===== src/rtl/vram_sched_pkg.sv =====
// Shared types and helpers for the VRAM access scheduler: FSM state encoding,
// default geometry and the video slot decode.
package vram_sched_pkg;

    localparam int VRAM_ADDR_W    = 10;
    localparam int VRAM_SLOT_LOG2 = 2;

    typedef enum logic [1:0] {
        ST_IDLE = 2'd0,
        ST_RD   = 2'd1,
        ST_ACK  = 2'd2
    } sched_state_t;

    // A video slot is every 2^slot_log2 pixels of active display.
    function automatic logic vid_slot_f(input logic [7:0] h, input logic hbl,
                                        input logic vbl, input int slot_log2);
        logic [7:0] mask;
        mask = 8'((9'd1 << slot_log2) - 9'd1);
        return ~hbl & ~vbl & ((h & mask) == 8'd0);
    endfunction

endpackage


===== src/rtl/vram_fetch_pipe.sv =====
// Video tile fetch capture: the slot flag is delayed to line up with the RAM's
// one-cycle read latency, then the data and a one-cycle valid strobe are registered.
module vram_fetch_pipe (
    input  logic       clk,
    input  logic       reset,
    input  logic       vid_slot,
    input  logic [7:0] ram_dout,
    output logic [7:0] vid_dout,
    output logic       vid_valid
);

    logic slot_d1;

    always_ff @(posedge clk) begin
        if (reset) begin
            slot_d1   <= 1'b0;
            vid_valid <= 1'b0;
            vid_dout  <= 8'd0;
        end else begin
            slot_d1   <= vid_slot;
            vid_valid <= slot_d1;
            if (slot_d1) begin
                vid_dout <= ram_dout;
            end
        end
    end

endmodule


===== src/rtl/vram_access_sched.sv =====
// Single-port VRAM time-slot scheduler: video fetch owns fixed slots, the CPU
// fills the rest behind a Z80 WAIT. Optional `VRAM_WAIT_STATS_EN adds max_wait.
module vram_access_sched
    import vram_sched_pkg::*;
#(
    parameter int ADDR_W    = VRAM_ADDR_W,
    parameter int SLOT_LOG2 = VRAM_SLOT_LOG2
) (
    input  logic              clk,
    input  logic              reset,
    input  logic [7:0]        h,
    input  logic              hbl,
    input  logic              vbl,
    input  logic              cpu_req,
    input  logic              cpu_we,
    input  logic [ADDR_W-1:0] cpu_addr,
    input  logic [7:0]        cpu_din,
    output logic [7:0]        cpu_dout,
    output logic              cpu_wait_n,
    input  logic [ADDR_W-1:0] vid_addr,
    output logic [7:0]        vid_dout,
    output logic              vid_valid,
    output logic [ADDR_W-1:0] ram_addr,
    output logic              ram_we,
    output logic [7:0]        ram_din,
    input  logic [7:0]        ram_dout
`ifdef VRAM_WAIT_STATS_EN
    ,
    output logic [7:0]        max_wait
`endif
);

    sched_state_t state;
    logic         vid_slot;
    logic         issue;
    logic         rd_we;

    assign vid_slot = vid_slot_f(h, hbl, vbl, SLOT_LOG2);

    // Issue is suppressed under reset so a held write is not committed twice.
    assign issue = ~reset & (state == ST_IDLE) & cpu_req & ~vid_slot;

    assign cpu_wait_n = ~(cpu_req & (state != ST_ACK));

    always_comb begin
        ram_addr = cpu_addr;
        ram_we   = 1'b0;
        ram_din  = cpu_din;
        if (vid_slot) begin
            ram_addr = vid_addr;
        end else if (issue) begin
            ram_we = cpu_we;
        end
    end

    always_ff @(posedge clk) begin
        if (reset) begin
            state    <= ST_IDLE;
            cpu_dout <= 8'd0;
            rd_we    <= 1'b0;
        end else begin
            case (state)
                ST_IDLE: begin
                    if (issue) begin
                        rd_we <= cpu_we;
                        state <= ST_RD;
                    end
                end
                ST_RD: begin
                    if (!rd_we) begin
                        cpu_dout <= ram_dout;
                    end
                    state <= ST_ACK;
                end
                ST_ACK: begin
                    if (!cpu_req) begin
                        state <= ST_IDLE;
                    end
                end
                default: state <= ST_IDLE;
            endcase
        end
    end

    vram_fetch_pipe u_fetch_pipe (
        .clk       (clk),
        .reset     (reset),
        .vid_slot  (vid_slot),
        .ram_dout  (ram_dout),
        .vid_dout  (vid_dout),
        .vid_valid (vid_valid)
    );

`ifdef VRAM_WAIT_STATS_EN
    logic [7:0] wait_cnt;
    logic [7:0] wait_cnt_nx;

    always_comb begin
        wait_cnt_nx = wait_cnt;
        if (cpu_req && (state != ST_ACK) && (wait_cnt != 8'hFF)) begin
            wait_cnt_nx = wait_cnt + 8'd1;
        end
    end

    // The RD cycle is the last stalled one, so its count is the completed total.
    always_ff @(posedge clk) begin
        if (reset) begin
            wait_cnt <= 8'd0;
            max_wait <= 8'd0;
        end else if (state == ST_RD) begin
            if (wait_cnt_nx > max_wait) begin
                max_wait <= wait_cnt_nx;
            end
            wait_cnt <= 8'd0;
        end else if ((state == ST_IDLE) && !cpu_req) begin
            wait_cnt <= 8'd0;
        end else begin
            wait_cnt <= wait_cnt_nx;
        end
    end
`endif

endmodule


===== config.mk =====
export PLATFORM = sky130hd
export DESIGN_NAME = vram_access_sched
export DESIGN_NICKNAME = d
export VERILOG_FILES = /design/src/rtl/vram_sched_pkg.sv /design/src/rtl/vram_fetch_pipe.sv /design/src/rtl/vram_access_sched.sv
export SDC_FILE = /design/constraint.sdc
export NUM_CORES = 1
export LEC_CHECK = 0
export ABC_AREA = 1
export CAP_MARGIN = 20
export CORE_MARGIN = 8
export CORE_UTILIZATION = 30
export DETAILED_ROUTE_END_ITERATION = 10
export PLACE_DENSITY = 0.76
export SETUP_SLACK_MARGIN = 0.2
export SLEW_MARGIN = 25
export SYNTH_ARGS = -nofsm -noshare
export SYNTH_HDL_FRONTEND = slang
export SYNTH_SLANG_ARGS = --single-unit

===== constraint.sdc =====
create_clock -name clk -period 1 [get_ports clk]
set_input_delay 0.2 -clock clk [delete_from_list [all_inputs] [get_ports clk]]
set_output_delay 0.2 -clock clk [all_outputs]
set_load 0.005 [all_outputs]

==> impl_results.md, run 1 <==
- Post-Syn Nets: 184
- Status: complete, but fails checks
- Place WS: -0.831 ns
- # IOs: 87
- Final hold slack: 0.334 ns
- PnR worst setup slack: -0.278 ns
- Port bufs: 64
- Leakage: 0.931 nW
- Failing checks: negative setup slack
- WS Path Type: flop to output pin
- Initial Utilization: 31.3%
- Hold Violations, Final: 0
- Yosys reg bits: 21
- Total power: 1.82 mW
- Post-route design area: 0.00194 sq mm
- Distinct cells, synth: 17
- Post-DRT Antenna Nets: 0
- Post-Route WL: 3170 um
- Dpl cells: 245
- Sequential area share after synthesis: 44.4%
- Post-Synth XOR/XNOR Area: 0%
- Initial antenna violation count: 0
- GRT Overall Usage: 12.3%
- Vias in the first global route: 1217
- CTS tree: done
- Synth Instances: 134
- Fin nets: 266
- 1st-iter DRT viols: 44
- Total CTS buffers: 3
- Cell Rows: 20
- Clk_skew: 0.00166 ns
- Final setup fails: 19
- Via count of the routed design: 1120
- 1st-pass router iterations: 4
- Max Freq: 0.782 GHz
- Most frequent cells in the layout: 31 x buf_6, 20 x nand2_1, 20 x dfxtp_2
- Max Cap Violations: 0
- Synth Area per Inst: 7.07 sq um
- Setup TNS: -2.62 ns
- Largest net degree at the start of global routing: 17
- Worst-path clk slew: 0.11 ns
- Power per cell area: 941 mW/mm^2
- Area growth from synthesis to layout: 105%
- Mux contribution to synthesized area: 0%
- Simple-gate share of the synthesized area: 26.8%
- Longest Clk Path Bufs: 2
- Largest family of logic cells by synthesized area: simple AND/OR/NAND/NOR gates
- CTS sink count: 21
- First-pass GRT wire length: 5140 um
- Post-Synthesis Cell Area: 947 sq um
- Total Die Area: 0.00521 sq mm
- Worst-margin pin slew: 0.178 ns
- Most common cell after layout, fill and taps aside: buf_6
- Req. time, crit path: 0.80 ns
- GRT overflow: 0
- Finished Layout Cells: 259
- Die Width: 72.2 um
- H-tree Lvls: 1
- Relative slew slack: 88.1%
- Worst Setup Start Kind: flop
- Latest clock arrival within the worst-skew pair: 0.29 ns
- Drt wl/cell: 12.2 um
- Max VDD drop: 352 uV
- Die H: 72.2 um
- Clk root buf: clkbuf_4
- Critical path endpoint category: output pin
- Fin crit period: 1.28 ns
- Crit path DAT: 1.08 ns
- Synthesis Warnings: 0
- Final Util: 64.0%
- Final Cycle Share: 128%
- ANT cells: 0
- Placed cell areas: 0.00169 sq mm
- CP max FO: 2
- Core Region: 0.00303 sq mm
- Drc violations: 0
- Setup repair after global routing missed its margin: true
- Post-synthesis compound-gate area fraction: 14.3%
- Hold/Removal Path Class: input pin to flop
- HPWL after DPL: 2180 um
- Final GP Congestion: 0.722
- Via-per-instance ratio: 4.32
- Share of layout cells above drive strength 1: 59.1%
- Post-Synth Adder-Cell Area: 0%
- Slew Limit Fails: 0
[power breakdown]
group,internal (mW),switching [mW],leakage (nW),total [mW]
Sequential,0.883,0.0274,0.180,0.911
Combinational,0.308,0.216,0.736,0.524
Clock,0.155,0.235,0.0150,0.390
[flip-flops by register name, indices dropped and copies added (netlist names)]
name and cells:
cpu_dout 8, rd_we 1, state 2, u_fetch_pipe.slot_d1 1, u_fetch_pipe.vid_dout 8, u_fetch_pipe.vid_valid 1
[cell type report]
type,instances,area [sq um]
fill,264,1090
inverter,15,62.6
timing repair inverter,1,8.76
multi-input combinational,88,552
timing repair buffer,86,788
sequential,21,445
clock buffer,4,26.3
tap,44,55.1
[kinds of logic after synthesis]
logic type | after synthesis
AND/OR/NAND/NOR | 60
AO/OA/AOI/OAI | 27
buffers and inverters | 26
flip-flops | 21
[path summary, 6_finish.rpt]
check	start	slack, ns	end	depth (start not counted)
setup / recovery	state[1]$_SDFFE_PP0P_	-0.28	ram_we	6
hold / removal	reset	0.33	state[1]$_SDFFE_PP0P_	3
setup reg to reg	state[1]$_SDFFE_PP0P_	-0.22	cpu_dout[3]$_SDFFE_PP0P_	7
hold reg to reg	cpu_dout[7]$_SDFFE_PP0P_	0.46	cpu_dout[7]$_SDFFE_PP0P_	2
[cells in the mapped netlist, drive strengths merged]
cell type,instances,area [sq um]
nor2,21,81.3
o21ai,17,85.1
nand3b,1,20.0
nand3,2,15.0
buf,11,81.3
dfxtp,21,420
a21oi,10,50.1
clkinv,2,7.51
nand2,36,138
inv,13,48.8
[routing by layer]
metal	vias up	GRT usage (%)	part of all wire, %
li1	578	-	-
met1	485	12.3	37
met2	49	20.2	50
met3	8	5.92	10
met4	0	7.48	2.9
met5	-	0	0
[what timing repair did]
action / in CTS / in global routing
gates resized for setup: 216 / 41
pin swaps: 16 / 10
cloned: 2 / 0
hold buffers: 0 / 0
setup endpoints to repair: 48 / 47
setup buffers: 7 / 1
[worst max-delay path, stage by stage, from the launching register on]
cell,delay (ns)
dfxtp_2,0.34
inv_2,0.06
nand2_2,0.06
nor2_4,0.10
nand3_2,0.08
inv_2,0.06
buf_6,0.08
No activity file was read; power rests on OpenSTA's default activity.
==> run 2: changes to the inputs <==
--- a/config.mk
+++ b/config.mk
@@ -11,6 +11,7 @@
 export CORE_UTILIZATION = 30
 export DETAILED_ROUTE_END_ITERATION = 10
 export PLACE_DENSITY = 0.76
+export REMOVE_ABC_BUFFERS = 1
 export SETUP_SLACK_MARGIN = 0.2
 export SLEW_MARGIN = 25
 export SYNTH_ARGS = -nofsm -noshare
==> run 2 against run 1 <==
Effect of this change: the flow still finishes with violations (negative setup slack); clock-buffer cell count unchanged; global-route usage up 0.93 points; via count up 4.6%; cell count down 0.39%; worst setup slack worse by 0.013 ns; critical path type unchanged; cell area up 1.3%; non-clock buffer count down 1; sequential share of layout area down 0.17 points; sequential cell count unchanged.
==> impl_results.md, run 2 (synthesized netlist as in run 1, its figures left out) <==
- Max VDD drop: 382 uV
- Via count of the routed design: 1171
- Post-Route WL: 3590 um
- Final setup fails: 21
- Min-delay src: reset
- Crit path DAT: 1.09 ns
- Die H: 72.2 um
- Post-route design area: 0.00196 sq mm
- CTS tree: done
- Storage cell area: 448 sq um
- 1st-pass router iterations: 4
- H-tree Lvls: 1
- ANT cells: 0
- Leakage: 0.927 nW
- Setup repair after global routing missed its margin: true
- Hold/Removal Path Class: input pin to flop
- Worst reg2reg path depth: 9
- Die Width: 72.2 um
- Final GP Congestion: 0.723
- Clk root buf: clkbuf_4
- Via-per-instance ratio: 4.54
- Final Cycle Share: 129%
- # IOs: 87
- Fin nets: 265
- Drt wl/cell: 13.9 um
- Longest Clk Path Bufs: 2
- Initial antenna violation count: 0
- Worst-margin pin slew: 0.239 ns
- Vias in the first global route: 1204
- Share of layout cells above drive strength 1: 58.4%
- Slew Limit Fails: 0
- GRT Overall Usage: 13.2%
- Most frequent cells in the layout: 26 x buf_6, 21 x clkdlybuf4s50_1, 19 x dfxtp_2
- Finished Layout Cells: 258
- Relative slew slack: 84.1%
- Max Freq: 0.775 GHz
- First-pass GRT wire length: 5480 um
- Port bufs: 64
- Fin crit period: 1.29 ns
- Core Region: 0.00303 sq mm
- Setup TNS: -2.77 ns
- Largest regs: cpu_dout (8), u_fetch_pipe.vid_dout (8), state (2)
- Largest net degree at the start of global routing: 17
- Hold path depth: 3
- CP max FO: 2
- HPWL after DPL: 2370 um
- Status: complete, but fails checks
- Placed cell areas: 0.00162 sq mm
- Worst Setup Start Kind: flop
- Worst Hold End: rd_we$_SDFFE_PP0P_
- Critical path endpoint category: output pin
- Total Die Area: 0.00521 sq mm
- Area growth from synthesis to layout: 107%
- Hold Violations, Final: 0
- Req. time, crit path: 0.80 ns
- Cts hold-fix bufs: 0
- Reg-to-Reg End: rd_we$_SDFFE_PP0P_
- Total CTS buffers: 3
- PnR worst setup slack: -0.291 ns
- Reg-to-Reg Start: state[0]$_SDFFE_PP0P_
- Worst-path clk slew: 0.12 ns
- Place WS: -0.892 ns
- 1st-iter DRT viols: 64
- Dpl cells: 239
- Failing checks: negative setup slack
- Initial Utilization: 31.3%
- Power per cell area: 935 mW/mm^2
- GRT overflow: 0
- Area of the multi-input gates: 563 sq um
- Clk_skew: 0.00589 ns
- Drc violations: 0
- WS Path Type: flop to output pin
- R2R Setup Slk: -0.27 ns
- CTS sink count: 21
- Most common cell after layout, fill and taps aside: buf_6
- Post-DRT Antenna Nets: 0
- Max Cap Violations: 0
- Final Util: 64.8%
- Cell Rows: 20
- Latest clock arrival within the worst-skew pair: 0.30 ns
- Filler Cell Count: 249
==> run 2: changes by cell type in the layout (fill, tap and decap cells not counted), sizes merged <==
cell           before  now
clkdlybuf4s50      10   21
inv                13   14
dlygate4sd2        19   10
clkinv              3    2
buf                55   54
dlymetal6s2s        2    0
==> run 2: how the worst max path moves through the flow <==
stage	startpoint	endpoint	cells past startpoint
floorplan	vbl	ram_addr[0]	5
global placement	vbl	ram_addr[7]	7
detailed placement	h[0]	ram_addr[8]	7
CTS	state[0]$_SDFFE_PP0P_	ram_we	6
global route	state[0]$_SDFFE_PP0P_	ram_we	6
finish	state[0]$_SDFFE_PP0P_	ram_we	6
==> run 2: layout make-up <==
cell class | instances | area share (%)
sequential | 21 | 22.8
tap | 44 | 2.80
timing repair buffer | 85 | 39.9
multi-input combinational | 88 | 28.7
timing repair inverter | 1 | 0.829
clock buffer | 4 | 1.34
inverter | 15 | 3.63
==> run 2: layer usage <==
layer / GRT usage, % / vias to the layer above / wire length (um)
met4: 3.40 / 0 / 42
met5: 0 / - / 0
li1: - / 578 / -
met3: 9.23 / 6 / 497
met1: 13.1 / 515 / 1330
met2: 21.8 / 72 / 1720
==> run 2: metrics by stage <==
stage,power [mW],hold WS (ns)
floorplan,1.03,0.269
global placement,1.34,0.400
detailed placement,1.35,0.400
CTS,1.76,0.329
global route,1.94,0.320
finish,1.84,0.345
==> run 2: timing repair <==
| action | in CTS | in global routing |
|---|---|---|
| setup endpoints to repair | 47 | 47 |
| resized for setup | 208 | 50 |
| buffers inserted | 10 | 2 |
| pin swaps | 22 | 16 |
| gates cloned | 2 | 1 |
==> run 2: report_power, final <==
part,switching (mW),total [mW],internal [mW],leakage [nW]
Combinational,0.214,0.520,0.305,0.732
Clock,0.253,0.408,0.155,0.0150
Sequential,0.0265,0.907,0.881,0.180
Total,0.494,1.84,1.34,0.927
==> run 2: worst max-delay path, cell delays in order (launching register included) <==
cell and delay [ns]:
dfxtp_2 0.34, inv_2 0.06, nand2_2 0.07, nor2_4 0.10, nand3_2 0.07, inv_1 0.05
buf_2 0.11
